<file path="src/rtl/sram_bus_arbiter_pkg.sv">
// Shared request-ID and transfer-size encodings for the sram bus arbiter
// and the blocks that sit around it.
package sram_bus_arbiter_pkg;

  typedef enum logic {
    REQ_ID_INST = 1'b0,
    REQ_ID_DATA = 1'b1
  } req_id_e;

  typedef enum logic [1:0] {
    SZ_B = 2'd0,
    SZ_H = 2'd1,
    SZ_W = 2'd2
  } size_e;

  function automatic req_id_e other_id(input req_id_e id);
    return (id == REQ_ID_INST) ? REQ_ID_DATA : REQ_ID_INST;
  endfunction

endpackage

</file>
<file path="src/rtl/sram_bus_arbiter_id_fifo.sv">
// DEPTH x 1-bit synchronous FIFO holding the requester ID of each accepted
// transaction until its response comes back. DEPTH must be a power of 2.
module id_fifo #(
  parameter int unsigned DEPTH = 4
) (
  input  logic                     clk,
  input  logic                     reset,
  input  logic                     push,
  input  logic                     pop,
  input  logic                     din,
  output logic                     dout,
  output logic                     full,
  output logic                     empty,
  output logic [$clog2(DEPTH):0]   count
);

  localparam int unsigned PW = $clog2(DEPTH);
  localparam logic [PW:0]   FULL_CNT = (PW+1)'(DEPTH);
  localparam logic [PW:0]   CNT_ONE  = (PW+1)'(1);
  localparam logic [PW-1:0] PTR_ONE  = PW'(1);

  logic [DEPTH-1:0] mem;
  logic [PW-1:0]    wr_ptr;
  logic [PW-1:0]    rd_ptr;
  logic             do_push;
  logic             do_pop;

  always_comb begin
    do_push = push && !full;
    do_pop  = pop && !empty;
  end

  // Pointers wrap naturally because DEPTH is a power of 2.
  always_ff @(posedge clk) begin
    if (reset) begin
      wr_ptr <= '0;
      rd_ptr <= '0;
      count  <= '0;
    end else begin
      if (do_push) begin
        mem[wr_ptr] <= din;
        wr_ptr      <= wr_ptr + PTR_ONE;
      end
      if (do_pop)
        rd_ptr <= rd_ptr + PTR_ONE;
      case ({do_push, do_pop})
        2'b10:   count <= count + CNT_ONE;
        2'b01:   count <= count - CNT_ONE;
        default: count <= count;
      endcase
    end
  end

  always_comb begin
    dout  = mem[rd_ptr];
    full  = (count == FULL_CNT);
    empty = (count == '0);
  end

endmodule

</file>
<file path="src/rtl/sram_bus_arbiter.sv">
// Shares one sram-like master port between the inst and data requesters and
// routes in-order responses back by recorded ID. ARB_RR_EN selects round-robin.
module sram_bus_arbiter
  import sram_bus_arbiter_pkg::*;
#(
  parameter int unsigned ADDR_W    = 32,
  parameter int unsigned DATA_W    = 32,
  parameter int unsigned MAX_OUTST = 4
) (
  input  logic                clk,
  input  logic                reset,
  input  logic                inst_req,
  input  logic                inst_wr,
  input  logic [1:0]          inst_size,
  input  logic [DATA_W/8-1:0] inst_wstrb,
  input  logic [ADDR_W-1:0]   inst_addr,
  input  logic [DATA_W-1:0]   inst_wdata,
  output logic                inst_addr_ok,
  output logic                inst_data_ok,
  output logic [DATA_W-1:0]   inst_rdata,
  input  logic                data_req,
  input  logic                data_wr,
  input  logic [1:0]          data_size,
  input  logic [DATA_W/8-1:0] data_wstrb,
  input  logic [ADDR_W-1:0]   data_addr,
  input  logic [DATA_W-1:0]   data_wdata,
  output logic                data_addr_ok,
  output logic                data_data_ok,
  output logic [DATA_W-1:0]   data_rdata,
  output logic                m_req,
  output logic                m_wr,
  output logic [1:0]          m_size,
  output logic [DATA_W/8-1:0] m_wstrb,
  output logic [ADDR_W-1:0]   m_addr,
  output logic [DATA_W-1:0]   m_wdata,
  input  logic                m_addr_ok,
  input  logic                m_data_ok,
  input  logic [DATA_W-1:0]   m_rdata
);

  req_id_e winner;
  req_id_e grant;
  req_id_e lock_id;
  logic    lock_vld;
  logic    grant_req;
  logic    accept;
  logic    resp_pop;
  logic    fifo_head;
  logic    fifo_full;
  logic    fifo_empty;
  logic [$clog2(MAX_OUTST):0] fifo_count;

`ifdef ARB_RR_EN
  req_id_e last_grant;

  // On contention the requester not served last wins; reset value of INST
  // lets data win the first contested cycle.
  always_comb begin
    winner = REQ_ID_INST;
    if (inst_req && data_req)
      winner = other_id(last_grant);
    else if (data_req)
      winner = REQ_ID_DATA;
  end

  always_ff @(posedge clk) begin
    if (reset)
      last_grant <= REQ_ID_INST;
    else if (accept)
      last_grant <= grant;
  end
`else
  always_comb begin
    winner = data_req ? REQ_ID_DATA : REQ_ID_INST;
  end
`endif

  always_comb begin
    grant     = lock_vld ? lock_id : winner;
    grant_req = (grant == REQ_ID_DATA) ? data_req : inst_req;
    m_req     = grant_req && !fifo_full && !reset;
    accept    = m_req && m_addr_ok;
    resp_pop  = m_data_ok && !fifo_empty && !reset;
  end

  always_comb begin
    if (grant == REQ_ID_DATA) begin
      m_wr    = data_wr;
      m_size  = data_size;
      m_wstrb = data_wstrb;
      m_addr  = data_addr;
      m_wdata = data_wdata;
    end else begin
      m_wr    = inst_wr;
      m_size  = inst_size;
      m_wstrb = inst_wstrb;
      m_addr  = inst_addr;
      m_wdata = inst_wdata;
    end
  end

  // Hold the grant while the slave stalls so m_* stays stable until accepted.
  always_ff @(posedge clk) begin
    if (reset) begin
      lock_vld <= 1'b0;
      lock_id  <= REQ_ID_INST;
    end else if (lock_vld) begin
      if (m_addr_ok)
        lock_vld <= 1'b0;
    end else if (m_req && !m_addr_ok) begin
      lock_vld <= 1'b1;
      lock_id  <= grant;
    end
  end

  id_fifo #(
    .DEPTH (MAX_OUTST)
  ) u_id_fifo (
    .clk   (clk),
    .reset (reset),
    .push  (accept),
    .pop   (resp_pop),
    .din   (grant),
    .dout  (fifo_head),
    .full  (fifo_full),
    .empty (fifo_empty),
    .count (fifo_count)
  );

  always_comb begin
    inst_addr_ok = accept && (grant == REQ_ID_INST);
    data_addr_ok = accept && (grant == REQ_ID_DATA);
    inst_data_ok = resp_pop && (fifo_head == logic'(REQ_ID_INST));
    data_data_ok = resp_pop && (fifo_head == logic'(REQ_ID_DATA));
    inst_rdata   = m_rdata;
    data_rdata   = m_rdata;
  end

endmodule

</file>
<file path="config.mk">
export PLATFORM = sky130hd
export DESIGN_NAME = sram_bus_arbiter
export DESIGN_NICKNAME = d
export VERILOG_FILES = /design/src/rtl/sram_bus_arbiter_pkg.sv /design/src/rtl/sram_bus_arbiter_id_fifo.sv /design/src/rtl/sram_bus_arbiter.sv
export SDC_FILE = /design/constraint.sdc
export NUM_CORES = 1
export LEC_CHECK = 0
export CAP_MARGIN = 20
export CORE_AREA = 2 2 125 127
export CTS_BUF_LIST = sky130_fd_sc_hd__clkbuf_8
export DETAILED_ROUTE_END_ITERATION = 10
export DIE_AREA = 0 0 127 129
export GPL_ROUTABILITY_DRIVEN = 0
export GPL_TIMING_DRIVEN = 0
export PLACE_DENSITY = 0.63
export SKIP_CTS_REPAIR_TIMING = 1
export SLEW_MARGIN = 20
export SYNTH_ARGS = -nofsm -noshare
export SYNTH_HDL_FRONTEND = slang
export SYNTH_SLANG_ARGS = --single-unit
</file>
<file path="constraint.sdc">
create_clock -name clk -period 3.7 [get_ports clk]
set_input_delay 0.74 -clock clk [delete_from_list [all_inputs] [get_ports clk]]
set_output_delay 0.74 -clock clk [all_outputs]
set_load 0.01 [all_outputs]
</file>
==> results by stage <==
Die:
- The vertical extent of the die is 129 um.
- The number of I/O pins is 320.
- After floorplanning, the core was divided into 45 placement rows.
- The area of the core is 0.0150 mm^2.
- For this configuration, the core starts out at a cell density of 0.141.
- The area of the die is 0.0164 mm^2.
- In this run the horizontal extent of the chip is 127 um.

Run status:
- The run finished, with violations left.
- The final reports fail on DRC.

Timing:
- Setup repair after global routing left no endpoint under its margin.
- The clock arrives with 0.00408 ns of skew.
- The final setup violation count is 0.
- For this run, the top clock speed supported by timing is 284 MHz.
- The final max-slew violation count came to 0.
- The worst path in the final design needs a cycle of 3.52 ns, including I/O delays and setup.
- The hold violation total from the final report was 0.
- The portion of the clock cycle consumed by the worst path in the final layout is 0.952.
- The worst pin sits at a relative slew slack of 0.606.
- Hold timing on the final database bottoms out at a slack of 0.513 ns.
- For the pin with the worst max-slew slack, the measured transition is 0.587 ns.

Drt:
- The iteration count of the initial detailed-routing pass is 7.
- After the first detailed-routing iteration, the DRC count stood at 77.
- After detailed routing, the number of remaining DRC violations is 1.
- The average vias per placed instance is 3.66.
- Detailed routing inserted a total of 2,559 vias.
- In this run the remaining antenna-violating nets after routing total 0.
- The wire length reported by the detailed router is 11,800 um.
- Dividing the detail-routed wire length by the instance count gives 16.8 um.

Logic synthesis:
- The sequential element share of the synthesized area is 0.142.
- The async set-reset flop share out of synthesis is 0.
- Counting flops with a built-in enable in the synthesized netlist gives 4.
- In this run, distinct cell masters in the synthesized netlist total 33.
- The total nets after synthesis is 404.
- Synthesis handed over a netlist of 218 instances.
- The dominant synthesized flop cell is sky130_fd_sc_hd__dfxtp_1.
- The mean post-synth cell area is 9.71 um^2.
- Yosys attributes the largest share of cell area to sky130_fd_sc_hd__mux2_2, sky130_fd_sc_hd__buf_4, sky130_fd_sc_hd__dfxtp_1.
- The portion of synthesized cell area occupied by the leading cell type is 0.378.
- Summing every instance area after synthesis gives 0.00212 mm^2.
- For this run, the number of Yosys warnings is 0.
- The number of synthesized register bits is 13.
- The library cell with the largest summed area after synthesis is sky130_fd_sc_hd__mux2_2.

Pwr:
- The leakage power of the design is 2.08 nW.
- The share of total power dissipated in combinational logic is 0.702.
- Cell internal power was estimated by the tool at 690 uW.
- Of the total power, the share spent switching nets is 0.292.
- The power density over cell area is 184 mW/mm^2.
- Total power for the finished layout comes to 973 uW.
- VDD sags by at most 0.105 mV.
- The net switching power is 284 uW.
- Of the total power, the clock network draws 0.127.
- The sequential group share of total power is 0.171.

Job:
- The number of maximum-capacitance constraint violations is 0.

Cells and area:
- Leaving out fill and tap cells, the most frequent cells in the layout are sky130_fd_sc_hd__clkdlybuf4s50_1, sky130_fd_sc_hd__mux2_2, sky130_fd_sc_hd__buf_4.
- After routing the design area is 0.00530 mm^2.
- Of the cells placed in the final design, the portion with a size suffix greater than 1 is 0.297.
- The most common cell after layout, fill and taps aside is sky130_fd_sc_hd__clkdlybuf4s50_1.
- The net count of the finished layout is 698.
- Relative to the synthesized area, the layout overhead comes to 150%.
- The repair_antennas step left the layout with diodes totalling 0.

GRT:
- The initial antenna violation count came to 0.
- The first-pass GRT wire length is 15,800 um.
- The number of global-route vias before repair is 2,699.
- The total global routing overflow is 0.
- The pin count of the biggest net entering global routing is 11.
- For this run, the total global-route usage over all layers was measured as 0.128.

Placement:
- The post-detailed-placement cell area is 0.00523 mm^2.
- The count of input and output buffers is 287.
- Detailed placement ended at an HPWL of 10,700 um.

Clock network:
- Clock-pin slew was measured on the worst setup and hold paths at 0.06 ns.
- The H-tree depth is 1.
- The clock reaches the later pin of the worst-skew pair after 0.24 ns.
- The clock tree from TritonCTS is done.
- Counting along the longest clock path gives a buffer depth of 2.
- The total CTS buffers is 3.
- The clock sink count is 13.
- The root cell of the clock tree is sky130_fd_sc_hd__clkbuf_8.

Critical path:
- Data on the critical path arrives at its endpoint at 2.78 ns.
- The worst setup path is captured at an output port.
- The maximum fanout encountered on the critical timing path is 10.
- The class of the most critical setup path is input pin to output port.
- Data on the critical path is required at its endpoint by 2.96 ns.
- STA classifies the critical path startpoint as an input pin.

Worst hold path:
- The worst hold-check path type is flip-flop to flip-flop.
[flip-flops by register name, indices dropped and copies added (netlist names)]
| signal | cells |
|---|---|
| lock_id | 1 |
| u_id_fifo.mem | 4 |
| u_id_fifo.rd_ptr | 2 |
| u_id_fifo.wr_ptr | 2 |
| lock_vld | 1 |
| u_id_fifo.count | 3 |
[worst paths after layout]
path / startpoint / endpoint / slack [ns] / cells after the start
setup / recovery: data_req / inst_addr_ok / 0.18 / 7
hold / removal: u_id_fifo.wr_ptr[1] / u_id_fifo.wr_ptr[1] / 0.51 / 2
setup reg to reg: u_id_fifo.count[0] / u_id_fifo.count[2] / 1.36 / 10
hold reg to reg: u_id_fifo.wr_ptr[1] / u_id_fifo.wr_ptr[1] / 0.51 / 2
[critical path: stages]
cell,delay (ns)
sky130_fd_sc_hd__clkdlybuf4s50_1,0.53
sky130_fd_sc_hd__mux2i_4,0.23
sky130_fd_sc_hd__buf_4,0.17
sky130_fd_sc_hd__buf_8,0.14
sky130_fd_sc_hd__inv_2,0.07
sky130_fd_sc_hd__nor4_1,0.31
sky130_fd_sc_hd__clkdlybuf4s50_1,0.59
[metrics by stage]
stage                     worst slack [ns]  setup TNS [ns]  utilization  instances
after floorplan                       1.24               0            -        218
after global placement              -0.134           -3.92        0.349        693
after detailed placement           -0.0819          -0.866        0.349        693
after CTS                           -0.150           -4.83        0.352        697
after global routing                 0.100               0        0.354        699
final                                0.179               0        0.354        699
[Yosys cell counts (2+ instances only)]
library cell	n
sky130_fd_sc_hd__nor3_1	2
sky130_fd_sc_hd__nor2_1	9
sky130_fd_sc_hd__ha_1	5
sky130_fd_sc_hd__edfxtp_1	4
sky130_fd_sc_hd__dfxtp_1	9
sky130_fd_sc_hd__mux2_2	71
sky130_fd_sc_hd__mux2i_1	2
sky130_fd_sc_hd__a21o_1	2
sky130_fd_sc_hd__xor2_1	3
sky130_fd_sc_hd__inv_1	8
sky130_fd_sc_hd__nand2_1	5
sky130_fd_sc_hd__and2_1	5
sky130_fd_sc_hd__a21oi_1	5
sky130_fd_sc_hd__buf_4	64
sky130_fd_sc_hd__clkbuf_8	6
[kinds of logic after synthesis]
logic type      share of synthesized area
flops                               0.142
fa+ha+maj                          0.0390
compound gates                     0.0366
mux                                 0.408
simple gates                       0.0668
buf+inv                             0.291
xor+xnor                           0.0166
[routing by layer]
metal,track usage,vias up,share of wire
li1,-,1269,-
met1,0.147,1166,0.37
met2,0.247,120,0.56
met3,0.0337,4,0.069
met4,0.00970,0,0.0022
met5,0,-,0
[area by class of cell]
cell class	count	area, um^2
well taps	188	235
multi-input cells	124	1200
clock buffers	3	41.3
flip-flops and latches	13	300
fillers	1508	9680
repair buffers	289	2900
plain buffers	72	582
clock inverters	1	3.75
inverters	9	33.8
[power groups by stage]
stage	clock (mW)	sequential, mW	combinational, mW
2_1_floorplan	0	0.167	0.269
3_3_place_gp	0	0.168	0.678
3_5_place_dp	0	0.170	0.682
4_1_cts	0.127	0.167	0.687
5_1_grt	0.136	0.168	0.724
6_report	0.123	0.167	0.683
No activity file was read; power rests on OpenSTA's default activity.
